<file path="src/rtl/dcm_phase_pkg.sv">
// Shared types and default constants for the DCM variable phase-shift controller.
package dcm_phase_pkg;

    localparam int PHASE_WIDTH_DEF = 9;
    localparam int PHASE_MIN_DEF   = -255;
    localparam int PHASE_MAX_DEF   = 255;

    typedef enum logic [1:0] {
        ST_IDLE = 2'd0,
        ST_ACK  = 2'd1,
        ST_WAIT = 2'd2
    } state_t;

endpackage

</file>
<file path="src/rtl/phase_sat.sv">
// Signed absolute/relative target select with saturation to [MIN, MAX].
module phase_sat
    import dcm_phase_pkg::*;
#(
    parameter int W   = PHASE_WIDTH_DEF,
    parameter int MIN = PHASE_MIN_DEF,
    parameter int MAX = PHASE_MAX_DEF
) (
    input  logic                rel,
    input  logic signed [W-1:0] base,
    input  logic signed [W-1:0] delta,
    output logic signed [W-1:0] result
);

    localparam logic signed [W:0] MIN_X = (W+1)'(MIN);
    localparam logic signed [W:0] MAX_X = (W+1)'(MAX);

    logic signed [W:0] base_x;
    logic signed [W:0] delta_x;
    logic signed [W:0] sum;

    // One extra bit means the relative sum can never wrap before the clamp.
    always_comb begin
        base_x  = $signed({base[W-1], base});
        delta_x = $signed({delta[W-1], delta});
        sum     = rel ? (base_x + delta_x) : delta_x;
        if (sum < MIN_X) begin
            result = MIN_X[W-1:0];
        end else if (sum > MAX_X) begin
            result = MAX_X[W-1:0];
        end else begin
            result = sum[W-1:0];
        end
    end

endmodule

</file>
<file path="src/rtl/dcm_phase_ctrl.sv">
// Walks the DCM variable phase one tap per PSEN/PSDONE handshake toward a clamped target.
// Optional WAIT timeout with sticky err is enabled by defining DCM_PHASE_TIMEOUT_EN.
//
// state   | meaning
// IDLE    | decide: step toward tgt_phase when locked, DCM ready and cur != tgt
// ACK     | dcm_en dropped; absorbs the wrapper's dcm_done fall
// WAIT    | wait for dcm_done high, then count the tap
module dcm_phase_ctrl
    import dcm_phase_pkg::*;
#(
    parameter int PHASE_WIDTH    = PHASE_WIDTH_DEF,
    parameter int PHASE_MIN      = PHASE_MIN_DEF,
    parameter int PHASE_MAX      = PHASE_MAX_DEF,
    parameter int TIMEOUT_CYCLES = 1023
) (
    input  logic                          dcm_clk,
    input  logic                          dcm_rst,
    input  logic                          locked,
    input  logic                          set_stb,
    input  logic                          set_rel,
    input  logic signed [PHASE_WIDTH-1:0] set_phase,
    input  logic                          clr_err,
    output logic                          dcm_en,
    output logic                          dcm_incdec,
    input  logic                          dcm_done,
    output logic signed [PHASE_WIDTH-1:0] cur_phase,
    output logic signed [PHASE_WIDTH-1:0] tgt_phase,
    output logic                          busy,
    output logic                          err
);

    localparam logic signed [PHASE_WIDTH-1:0] ONE = PHASE_WIDTH'(1);

    state_t                          state_q, state_d;
    logic signed [PHASE_WIDTH-1:0]   cur_q, cur_d;
    logic signed [PHASE_WIDTH-1:0]   tgt_q, tgt_d;
    logic signed [PHASE_WIDTH-1:0]   tgt_load;
    logic                            en_q, en_d;
    logic                            incdec_q, incdec_d;

`ifdef DCM_PHASE_TIMEOUT_EN
    localparam int CNT_W = $clog2(TIMEOUT_CYCLES + 1);
    localparam logic [CNT_W-1:0] CNT_LOAD = CNT_W'(TIMEOUT_CYCLES - 1);

    logic [CNT_W-1:0] cnt_q, cnt_d;
    logic             err_q, err_d;
    logic             timeout;
`else
    localparam int unused_timeout_cycles = TIMEOUT_CYCLES;
    logic unused_clr_err;
    assign unused_clr_err = clr_err;
`endif

    phase_sat #(
        .W   (PHASE_WIDTH),
        .MIN (PHASE_MIN),
        .MAX (PHASE_MAX)
    ) u_phase_sat (
        .rel    (set_rel),
        .base   (tgt_q),
        .delta  (set_phase),
        .result (tgt_load)
    );

    always_comb begin
        state_d  = state_q;
        cur_d    = cur_q;
        tgt_d    = set_stb ? tgt_load : tgt_q;
        en_d     = 1'b0;
        incdec_d = incdec_q;
`ifdef DCM_PHASE_TIMEOUT_EN
        cnt_d    = cnt_q;
        timeout  = 1'b0;
`endif
        // The DCM relocks at PHASE_SHIFT 0, so the applied count restarts there.
        if (!locked) begin
            state_d = ST_IDLE;
            cur_d   = '0;
        end else begin
            case (state_q)
                ST_IDLE: begin
                    if (dcm_done && (cur_q != tgt_q)) begin
                        en_d     = 1'b1;
                        incdec_d = (tgt_q > cur_q);
                        state_d  = ST_ACK;
                    end
                end
                ST_ACK: begin
                    state_d = ST_WAIT;
`ifdef DCM_PHASE_TIMEOUT_EN
                    cnt_d   = CNT_LOAD;
`endif
                end
                ST_WAIT: begin
                    if (dcm_done) begin
                        cur_d   = incdec_q ? (cur_q + ONE) : (cur_q - ONE);
                        state_d = ST_IDLE;
                    end
`ifdef DCM_PHASE_TIMEOUT_EN
                    else if (cnt_q == '0) begin
                        timeout = 1'b1;
                        state_d = ST_IDLE;
                    end else begin
                        cnt_d = cnt_q - CNT_W'(1);
                    end
`endif
                end
                default: state_d = ST_IDLE;
            endcase
        end
`ifdef DCM_PHASE_TIMEOUT_EN
        err_d = err_q;
        if (clr_err) begin
            err_d = 1'b0;
        end
        if (timeout) begin
            err_d = 1'b1;
        end
`endif
    end

    always_ff @(posedge dcm_clk or posedge dcm_rst) begin
        if (dcm_rst) begin
            state_q  <= ST_IDLE;
            cur_q    <= '0;
            tgt_q    <= '0;
            en_q     <= 1'b0;
            incdec_q <= 1'b0;
`ifdef DCM_PHASE_TIMEOUT_EN
            cnt_q    <= '0;
            err_q    <= 1'b0;
`endif
        end else begin
            state_q  <= state_d;
            cur_q    <= cur_d;
            tgt_q    <= tgt_d;
            en_q     <= en_d;
            incdec_q <= incdec_d;
`ifdef DCM_PHASE_TIMEOUT_EN
            cnt_q    <= cnt_d;
            err_q    <= err_d;
`endif
        end
    end

    assign dcm_en     = en_q;
    assign dcm_incdec = incdec_q;
    assign cur_phase  = cur_q;
    assign tgt_phase  = tgt_q;
    assign busy       = (state_q != ST_IDLE) || (cur_q != tgt_q);
`ifdef DCM_PHASE_TIMEOUT_EN
    assign err        = err_q;
`else
    assign err        = 1'b0;
`endif

endmodule

</file>
<file path="config.mk">
export PLATFORM = sky130hd
export DESIGN_NAME = dcm_phase_ctrl
export DESIGN_NICKNAME = d
export VERILOG_FILES = /design/src/rtl/dcm_phase_pkg.sv /design/src/rtl/phase_sat.sv /design/src/rtl/dcm_phase_ctrl.sv
export SDC_FILE = /design/constraint.sdc
export NUM_CORES = 1
export LEC_CHECK = 0
export ABC_AREA = 1
export ABC_CLOCK_PERIOD_IN_PS = 5900
export CORE_ASPECT_RATIO = 0.5
export CORE_MARGIN = 10
export CORE_UTILIZATION = 36
export CTS_BUF_LIST = sky130_fd_sc_hd__clkbuf_8
export CTS_CLUSTER_DIAMETER = 120
export DETAILED_ROUTE_END_ITERATION = 10
export GPL_ROUTABILITY_DRIVEN = 0
export PLACE_DENSITY = 0.68
export SLEW_MARGIN = 20
export SYNTH_ARGS = -nofsm -noshare
export SYNTH_HDL_FRONTEND = slang
export SYNTH_SLANG_ARGS = --single-unit
</file>
<file path="constraint.sdc">
create_clock -name dcm_clk -period 5.9 [get_ports dcm_clk]
set_input_delay 0.885 -clock dcm_clk [delete_from_list [all_inputs] [get_ports dcm_clk]]
set_output_delay 0.885 -clock dcm_clk [all_outputs]
set_load 0.05 [all_outputs]
</file>
Word-level counts from Yosys, hierarchy flattened
Cells that the tools add are included.

Bits in registers: 22.

Reductions and logical operators: 7. Add/sub/neg operators: 3. Multiplexer cells: 14. Equality and inequality tests: 7. Order comparisons: 3.

Operators with widths (number): $mux W9 (6); $add A9 B9 Y10 (1); $gt A10 B9 Y1 const B (1); $lt A10 B9 Y1 const B (1); $mux W10 (1); $add A9 B2 Y9 const B (1); $gt A9 B9 Y1 (1); $ne A9 B9 Y1 (1); $sub A9 B2 Y9 const B (1); $mux W2 (3); $ne A3 B3 Y1 const B (2); $pmux W2 S3 (1); $ne A2 B1 Y1 const B (2); $reduce_and A2 Y1 (2); $mux W1 (3); $reduce_and A3 Y1 (1); $eq A2 B1 Y1 const B (1); $eq A2 B2 Y1 const B (1); $logic_not A2 Y1 (1); $reduce_bool A2 Y1 (1); $logic_and A1 B1 Y1 (1); $logic_or A1 B1 Y1 (1).

Logic depth before layout (Yosys ltp)
Gate-level depths: netlist of run 1.

Depth in word-level cells: 5. Gate-level depth with buffers: 16.

Hierarchy
Synthesis of run 1 repeated with hierarchy kept, for this count alone.

Cell total of the unflattened synthesis: 309. Area total of the unflattened synthesis: 2235.9 µm².

By module, submodules not included: dcm_phase_ctrl (times used 1, cells each 173, area each 1462.7 µm²); phase_sat (times used 1, cells each 136, area each 773.2 µm²).

Worst setup path after synthesis of run 1
OpenSTA, ideal clock, no wires.

Path type: flip-flop to output port. Start point: register cur_q[1], in the netlist cur_phase[1]. End point: output busy. Cell stages (with the launch flop): 6. Slack: 3308 ps. Arrival time: 1707 ps. Path through: dfrtp_1 inv_1 ha_1 nand2_1 nor3_1 nand3_1.

Word-level cells in the longest chain between the ends: 2.

Ends and longest elaborated chain: from (decl) (line dcm_phase_ctrl.sv:35) `logic signed [PHASE_WIDTH-1:0] cur_q, cur_d;`; from (signal assigned) (line dcm_phase_ctrl.sv:135) `cur_q <= cur_d;`; $ne A9 B9 Y1 (line dcm_phase_ctrl.sv:150) `assign busy = (state_q != ST_IDLE) || (cur_q != tgt_q);`; $logic_or A1 B1 Y1 (line dcm_phase_ctrl.sv:150); to (decl) (line dcm_phase_ctrl.sv:28) `output logic busy,`.

Every way passes these cells.

Worst setup path in the final report of run 1
Start point: register cur_q[8], in the netlist cur_phase[8]. End point: output busy.

The elaborated chain is that of the path after synthesis.

==> results.json, run 1 <==
{
  "dr_wl_met3_um": 210,
  "n_fill_cell": 551,
  "ctsResizeCount": 0,
  "clkPwrFrac": 0.119,
  "clkLatencyLatePin_ns": 0.27,
  "post_drt_via_cell_ratio": 4.88,
  "drive_gt1_frac": 0.0598,
  "drtPass1Iterations": 5,
  "initial_core_util": 0.378,
  "fin_crit_sh": 0.519,
  "portBuffers": 35,
  "die_area_um2": 9510,
  "met2WireLength_mm": 2.68,
  "finalCriticalPeriod_ns": 3.06,
  "avgSynthCellArea_um2": 6.70,
  "num_rows": 19,
  "drv_slew": 0,
  "finClkSkew_ns": 0.00573,
  "grt_pass1_vias": 1984,
  "max_slew_margin": 0.421,
  "tightest_slew_ns": 0.868,
  "grt_max_degree": 23,
  "die_h_um": 74.1,
  "cp_max_fo": 3,
  "cts_max_level": 1,
  "fin_nets": 395,
  "cts_num_sinks": 22,
  "slowest_stage": "clkdlybuf4s50_1",
  "path_clk_slew_ns": 0.09,
  "grt_overflow_total": 0,
  "cap_violations": 0,
  "cp.required_ns": 5.02,
  "swShare": 0.510,
  "met1_length_mm": 2.40,
  "dp.final_hpwl_mm": 4.37,
  "mostFrequentLayoutCell": "nand2_1",
  "synth_warnings": 0,
  "final_cell_mix": "nand2_1, inv_1, nor2_1",
  "tns_ns": 0,
  "setup_viol": 0,
  "ys.flop_type": "dfrtp_1",
  "clock.fmax_mhz": 327,
  "cts_max_path_buffers": 2,
  "yosysSeqAreaShare": 0.261,
  "syn_inst": 315,
  "ys_seq_elements": 22,
  "seq_power_share": 0.236,
  "power_frac_comb": 0.645,
  "final-hold-violation-count": 0,
  "track_usage": 0.111,
  "crit_path_end_kind": "primary output",
  "drcViolationCount": 0,
  "fin_area_um2": 2590,
  "power_switching_mw": 0.475,
  "layout_setup_ws_ns": 2.84,
  "power_density_nw_per_um2": 360,
  "synthArstFlopShare": 1.00,
  "cts_root_buf": "clkbuf_8",
  "crit_chain": "inv_1 > ha_1 > and3_1 > nand3_1 > clkdlybuf4s50_1",
  "routed_wl_mm": 5.32,
  "rsz0062_at_grt": "no",
  "antenna_found_initial": 0,
  "via_count": 2067,
  "dr.max_layer_used": "met4",
  "core_um2": 5590,
  "path_class": "reg2out",
  "area_growth_pct": 22.7,
  "cts_setup_buffers": 0,
  "post_drt_wl_per_cell_um": 12.5,
  "antenna_cells": 0,
  "hold_buffers": 0,
  "drtIter0Drc": 176,
  "startpoint_type": "flop",
  "max_stage_delay_ns": 0.81,
  "fin_util": 0.463,
  "dieWidth_um": 128,
  "placed_cells": 420,
  "postRouteAntennaNets": 0,
  "final_cell_count_no_fill": 424,
  "synth.distinct_cells": 32,
  "p_leak_nw": 1.33,
  "peakVddDrop_mv": 0.108,
  "hp-class": "reg2reg",
  "cts_tree": "built",
  "intPower_mw": 0.456,
  "synth-edff-count": 0,
  "ios": 38,
  "syn_area_um2": 2110,
  "grt_first_pass_wirelength_mm": 8.95,
  "synth_nets": 358,
  "place_area_um2": 2530,
  "outcome": "finished clean",
  "cts_inserted_buffers": 3,
  "worst_ep_arrival_time_ns": 2.17,
  "pre_cts_slack_ns": 2.72
}
[state kept, by name, summed over array words and instances (netlist names)]
register and flops:
cur_phase 9, dcm_en 1, dcm_incdec 1, tgt_phase 9, state_q 2
[synthesized netlist by cell type, types with 3 or more instances]
cell type	count	area, µm²
nand3_2	3	30.0
nand2_1	93	349
a21oi_1	14	70.1
o211ai_1	3	22.5
inv_2	4	15.0
nor3_1	3	15.0
nand2_2	6	37.5
inv_1	44	165
xor2_1	4	35.0
o22ai_1	6	37.5
ha_1	25	313
nor2_1	36	135
o21ai_0	6	30.0
dfrtp_1	22	551
nand4_1	3	18.8
nand3_1	22	110
[routing by layer]
layer / vias up / global-route usage
met5: - / 0
met4: 0 / 0.0261
met3: 4 / 0.0177
met2: 41 / 0.205
met1: 936 / 0.134
li1: 1086 / -
[logic make-up after synthesis]
family,count (synthesis),share of synthesized area
buffers and inverters,51,0.0937
adders and majority gates,27,0.167
AOI/OAI and AO/OA,38,0.109
other,1,0.00178
DFF,22,0.261
and+or+nand+nor,172,0.351
xor gates and xnor gates,4,0.0166
[critical path: cells and delay by family (launching register included)]
kind,cells,cell delay [ns]
and+or+nand+nor,2,0.29
buffers and inverters,2,0.90
adders and majority gates,1,0.32
DFF,1,0.41
[path summary, 6_finish.rpt]
check / slack, ns / cells past startpoint / to / from
worst max-delay path: 2.84 / 5 / busy / cur_phase[8]
worst min-delay path: 0.57 / 2 / tgt_phase[5] / tgt_phase[5]
worst max register to register: 3.61 / 15 / tgt_phase[6] / tgt_phase[0]
min in group asynchronous: 1.09 / 2 / cur_phase[1] / dcm_rst
max in group asynchronous: 4.27 / 2 / tgt_phase[5] / dcm_rst
worst min register to register: 0.57 / 2 / tgt_phase[5] / tgt_phase[5]
[final cells by class]
cell class | instances | area [µm²] | share of cell area
Inverter | 48 | 180 | 0.0696
Timing Repair Buffer | 35 | 350 | 0.135
Multi-Input combinational cell | 242 | 1360 | 0.526
Tap cell | 73 | 91.3 | 0.0353
Clock buffer | 4 | 55.1 | 0.0213
Sequential cell | 22 | 551 | 0.213
[power by group through the flow]
stage | clock [mW] | sequential (mW) | combinational, mW
5_1_grt | 0.119 | 0.225 | 0.676
3_5_place_dp | 0 | 0.224 | 0.600
2_1_floorplan | 0 | 0.312 | 0.353
4_1_cts | 0.112 | 0.221 | 0.603
3_3_place_gp | 0 | 0.223 | 0.584
6_report | 0.111 | 0.220 | 0.600
[metrics by stage]
step	hold WS (ns)	total power, mW
global route	0.597	1.02
detailed placement	0.561	0.824
CTS	0.579	0.936
finish	0.574	0.931
global placement	0.553	0.807
floorplan	0.561	0.665
No activity file was read; power rests on OpenSTA's default activity.
==> run 2, diff against run 1 <==
Settings changed: ABC_CLOCK_PERIOD_IN_PS 5900 to 2600, PLACE_DENSITY 0.68 to 0.71.
Clock period 5.9 ns to 2.6 ns, I/O delays scaled along.
==> results.json, run 2 (same netlist as run 1, synthesis figures left out) <==
{
  "outcome": "finished clean",
  "dieWidth_um": 128,
  "hold_buffers": 0,
  "final_cell_count_no_fill": 427,
  "routed_wl_mm": 5.16,
  "clkLatencyLatePin_ns": 0.26,
  "track_usage": 0.111,
  "hp-class": "reg2reg",
  "cts_num_sinks": 22,
  "grt_first_pass_wirelength_mm": 8.83,
  "die_area_um2": 9510,
  "cts_setup_buffers": 0,
  "cts_inserted_buffers": 3,
  "postRouteAntennaNets": 0,
  "mostFrequentLayoutCell": "nand2_1",
  "via_count": 2051,
  "worst_ep_arrival_time_ns": 2.56,
  "post_drt_wl_per_cell_um": 12.1,
  "drv_slew": 0,
  "ctsResizeCount": 0,
  "core_um2": 5590,
  "dp.final_hpwl_mm": 4.33,
  "drtPass1Iterations": 4,
  "finClkSkew_ns": 0.00750,
  "rsz0062_at_grt": "no",
  "die_h_um": 74.1,
  "cp.required_ns": 2.80,
  "cts_max_level": 1,
  "cap_violations": 0,
  "max_slew_margin": 0.445,
  "grt_pass1_vias": 2019,
  "setup_viol": 0,
  "num_rows": 19,
  "initial_core_util": 0.378,
  "antenna_found_initial": 0,
  "placed_cells": 423,
  "tightest_slew_ns": 0.831,
  "drcViolationCount": 0,
  "cts_root_buf": "clkbuf_8",
  "crit_path_end_kind": "flop",
  "drtIter0Drc": 71,
  "finalCriticalPeriod_ns": 2.36,
  "post_drt_via_cell_ratio": 4.80,
  "cts_max_path_buffers": 2,
  "area_growth_pct": 23.7,
  "clock.fmax_mhz": 423,
  "cp_max_fo": 6,
  "portBuffers": 35,
  "ios": 38,
  "drive_gt1_frac": 0.0706,
  "tns_ns": 0,
  "final-hold-violation-count": 0,
  "fin_nets": 398,
  "grt_max_degree": 23,
  "final_cell_mix": "nand2_1, inv_1, nor2_1",
  "grt_overflow_total": 0,
  "antenna_cells": 0,
  "path_clk_slew_ns": 0.07,
  "cts_tree": "built",
  "path_class": "in2reg",
  "startpoint_type": "input pin",
  "peakVddDrop_mv": 0.330,
  "fin_crit_sh": 0.908,
  "p_leak_nw": 1.35,
  "power_density_nw_per_um2": 810
}
run 2: cell types whose count changed in the layout (fill, tap and decap cells not counted):
cell,delta
clkdlybuf4s50_1,-1
buf_4,+4
run 2: layout make-up:
type | count | area [µm²]
fillers | 556 | 2980
multi-input cells | 242 | 1360
flip-flops and latches | 22 | 551
repair buffers | 38 | 370
inverters | 48 | 180
well taps | 73 | 91.3
clock buffers | 4 | 55.1
run 2: final timing paths:
path,startpoint,to,slack (ns),depth (start not counted)
max,set_phase[0],tgt_phase[6],0.24,16
min,tgt_phase[7],tgt_phase[7],0.57,2
max reg2reg,tgt_phase[0],tgt_phase[6],0.39,15
min reg2reg,tgt_phase[7],tgt_phase[7],0.57,2
max in group asynchronous,dcm_rst,tgt_phase[4],1.49,2
min in group asynchronous,dcm_rst,state_q[1],0.59,2
run 2: through the flow:
stage	power, mW	cell area [µm²]	worst slack [ns]	hold WS [ns]	utilization
floorplan	1.51	2110	0.301	0.379	-
global placement	1.84	2550	0.0227	0.554	0.457
detailed placement	1.88	2550	-0.0215	0.557	0.457
CTS	2.13	2610	0.241	0.575	0.467
global route	2.32	2610	0.0771	0.611	0.467
finish	2.11	2610	0.238	0.574	0.467
run 2: report_power, final:
group | switching [mW] | internal [mW]
logic | 0.871 | 0.501
registers | 0.0922 | 0.409
clock network | 0.106 | 0.135
total | 1.07 | 1.04
run 2: metal layers:
metal,GRT usage,vias up,part of all wire
li1,-,1095,-
met1,0.131,938,0.49
met2,0.197,13,0.48
met3,0.0270,5,0.028
met4,0.0323,0,0.0050
met5,0,-,0
run 2: critical path, cell delays in order:
cell and delay, ns:
clkdlybuf4s50_1 0.43, ha_1 0.24, fa_1 0.43, nand3_1 0.13, nand2_1 0.08, nand2_1 0.08
nand2_2 0.05, nand2_1 0.05, nand2_1 0.05, nor2_2 0.12, nand3_2 0.12, inv_2 0.12
nor2_1 0.05, nor2_1 0.08, nand2_1 0.06, nand2_1 0.05
==> run 3, diff against run 2 <==
Settings changed: ABC_CLOCK_PERIOD_IN_PS 2600 to not set, MAX_ROUTING_LAYER set to met4.
==> results.json, run 3 (same netlist as run 1, synthesis figures left out) <==
{
  "finalCriticalPeriod_ns": 2.36,
  "grt_max_degree": 23,
  "path_clk_slew_ns": 0.08,
  "grt_first_pass_wirelength_mm": 8.85,
  "cts_inserted_buffers": 3,
  "cp.required_ns": 2.80,
  "track_usage": 0.114,
  "drtIter0Drc": 66,
  "post_drt_wl_per_cell_um": 12.1,
  "drtPass1Iterations": 4,
  "routed_wl_mm": 5.16,
  "final-hold-violation-count": 0,
  "cts_num_sinks": 22,
  "num_rows": 19,
  "drv_slew": 0,
  "final_cell_mix": "nand2_1, inv_1, nor2_1",
  "core_um2": 5590,
  "placed_cells": 423,
  "layout_setup_ws_ns": 0.237,
  "dieWidth_um": 128,
  "antenna_found_initial": 0,
  "mostFrequentLayoutCell": "nand2_1",
  "area_growth_pct": 23.7,
  "cts_root_buf": "clkbuf_8",
  "antenna_cells": 0,
  "hold_buffers": 0,
  "dp.final_hpwl_mm": 4.33,
  "cts_max_path_buffers": 2,
  "rsz0062_at_grt": "no",
  "cts_tree": "built",
  "cts_max_level": 1,
  "r2r_slack_ns": 0.39,
  "fin_nets": 398,
  "die_area_um2": 9510,
  "outcome": "finished clean",
  "clkLatencyLatePin_ns": 0.26,
  "cp_max_fo": 6,
  "grt_pass1_vias": 2011,
  "cap_violations": 0,
  "hp-class": "in2async",
  "max_slew_margin": 0.448,
  "fin_crit_sh": 0.909,
  "ios": 38,
  "tightest_slew_ns": 0.827,
  "die_h_um": 74.1,
  "hold_slack_ns": 0.575,
  "final_cell_count_no_fill": 427,
  "power_density_nw_per_um2": 810,
  "tns_ns": 0,
  "drive_gt1_frac": 0.0706,
  "peakVddDrop_mv": 0.331,
  "drcViolationCount": 0,
  "path_class": "in2reg",
  "setup_viol": 0,
  "reg2reg_depth": 15,
  "ctsResizeCount": 0,
  "timing.rr.start": "tgt_phase[0]",
  "startpoint_type": "input pin",
  "worst_ep_arrival_time_ns": 2.56,
  "worst_r2r_endpoint": "tgt_phase[6]",
  "portBuffers": 35,
  "clock.fmax_mhz": 423,
  "grt_overflow_total": 0,
  "pre_cts_slack_ns": -0.0215,
  "via_count": 2049,
  "post_drt_via_cell_ratio": 4.80,
  "cts_setup_buffers": 0,
  "postRouteAntennaNets": 0,
  "p_leak_nw": 1.35,
  "initial_core_util": 0.378,
  "finClkSkew_ns": 0.00753,
  "crit_path_end_kind": "flop"
}
-- run 3: cell counts in the layout (fill, tap and decap cells not counted) --
No cell type changed its count.
-- run 3: worst max-delay path by stage --
stage	from	to	depth (start not counted)
5_1_grt	set_phase[0]	tgt_phase[6]	16
4_1_cts	set_phase[0]	tgt_phase[6]	16
2_1_floorplan	tgt_phase[0]	tgt_phase[2]	13
6_report	set_phase[0]	tgt_phase[6]	16
3_5_place_dp	set_phase[0]	tgt_phase[6]	16
3_3_place_gp	set_phase[0]	tgt_phase[6]	16
-- run 3: area by class of cell --
class,count,area [µm²]
inverter,48,180
sequential,22,551
timing repair buffer,38,370
clock buffer,4,55.1
fill,556,2980
tap,73,91.3
multi-input combinational,242,1360
-- run 3: power by group --
group | switching (mW) | internal, mW
clock network | 0.106 | 0.135
logic | 0.871 | 0.501
registers | 0.0923 | 0.409
total | 1.07 | 1.04
-- run 3: worst max-delay path, stage by stage --
cell	delay [ns]
clkdlybuf4s50_1	0.43
ha_1	0.24
fa_1	0.43
nand3_1	0.13
nand2_1	0.08
nand2_1	0.09
nand2_2	0.05
nand2_1	0.05
nand2_1	0.05
nor2_2	0.12
nand3_2	0.12
inv_2	0.12
nor2_1	0.05
nor2_1	0.08
nand2_1	0.06
nand2_1	0.05
-- run 3: layer usage --
layer,part of all wire,up-vias,global-route usage,wire [µm]
li1,-,1095,-,-
met1,0.50,936,0.136,2570
met2,0.48,13,0.196,2470
met3,0.018,5,0.0213,93
met4,0.0058,0,0.0323,30
met5,0,-,-,0
-- run 3: stage by stage --
stage / util / area, µm² / total power, mW
after floorplan: - / 2110 / 1.51
after global placement: 0.457 / 2550 / 1.84
after detailed placement: 0.457 / 2550 / 1.88
after CTS: 0.467 / 2610 / 2.13
after global routing: 0.467 / 2610 / 2.32
final: 0.467 / 2610 / 2.11
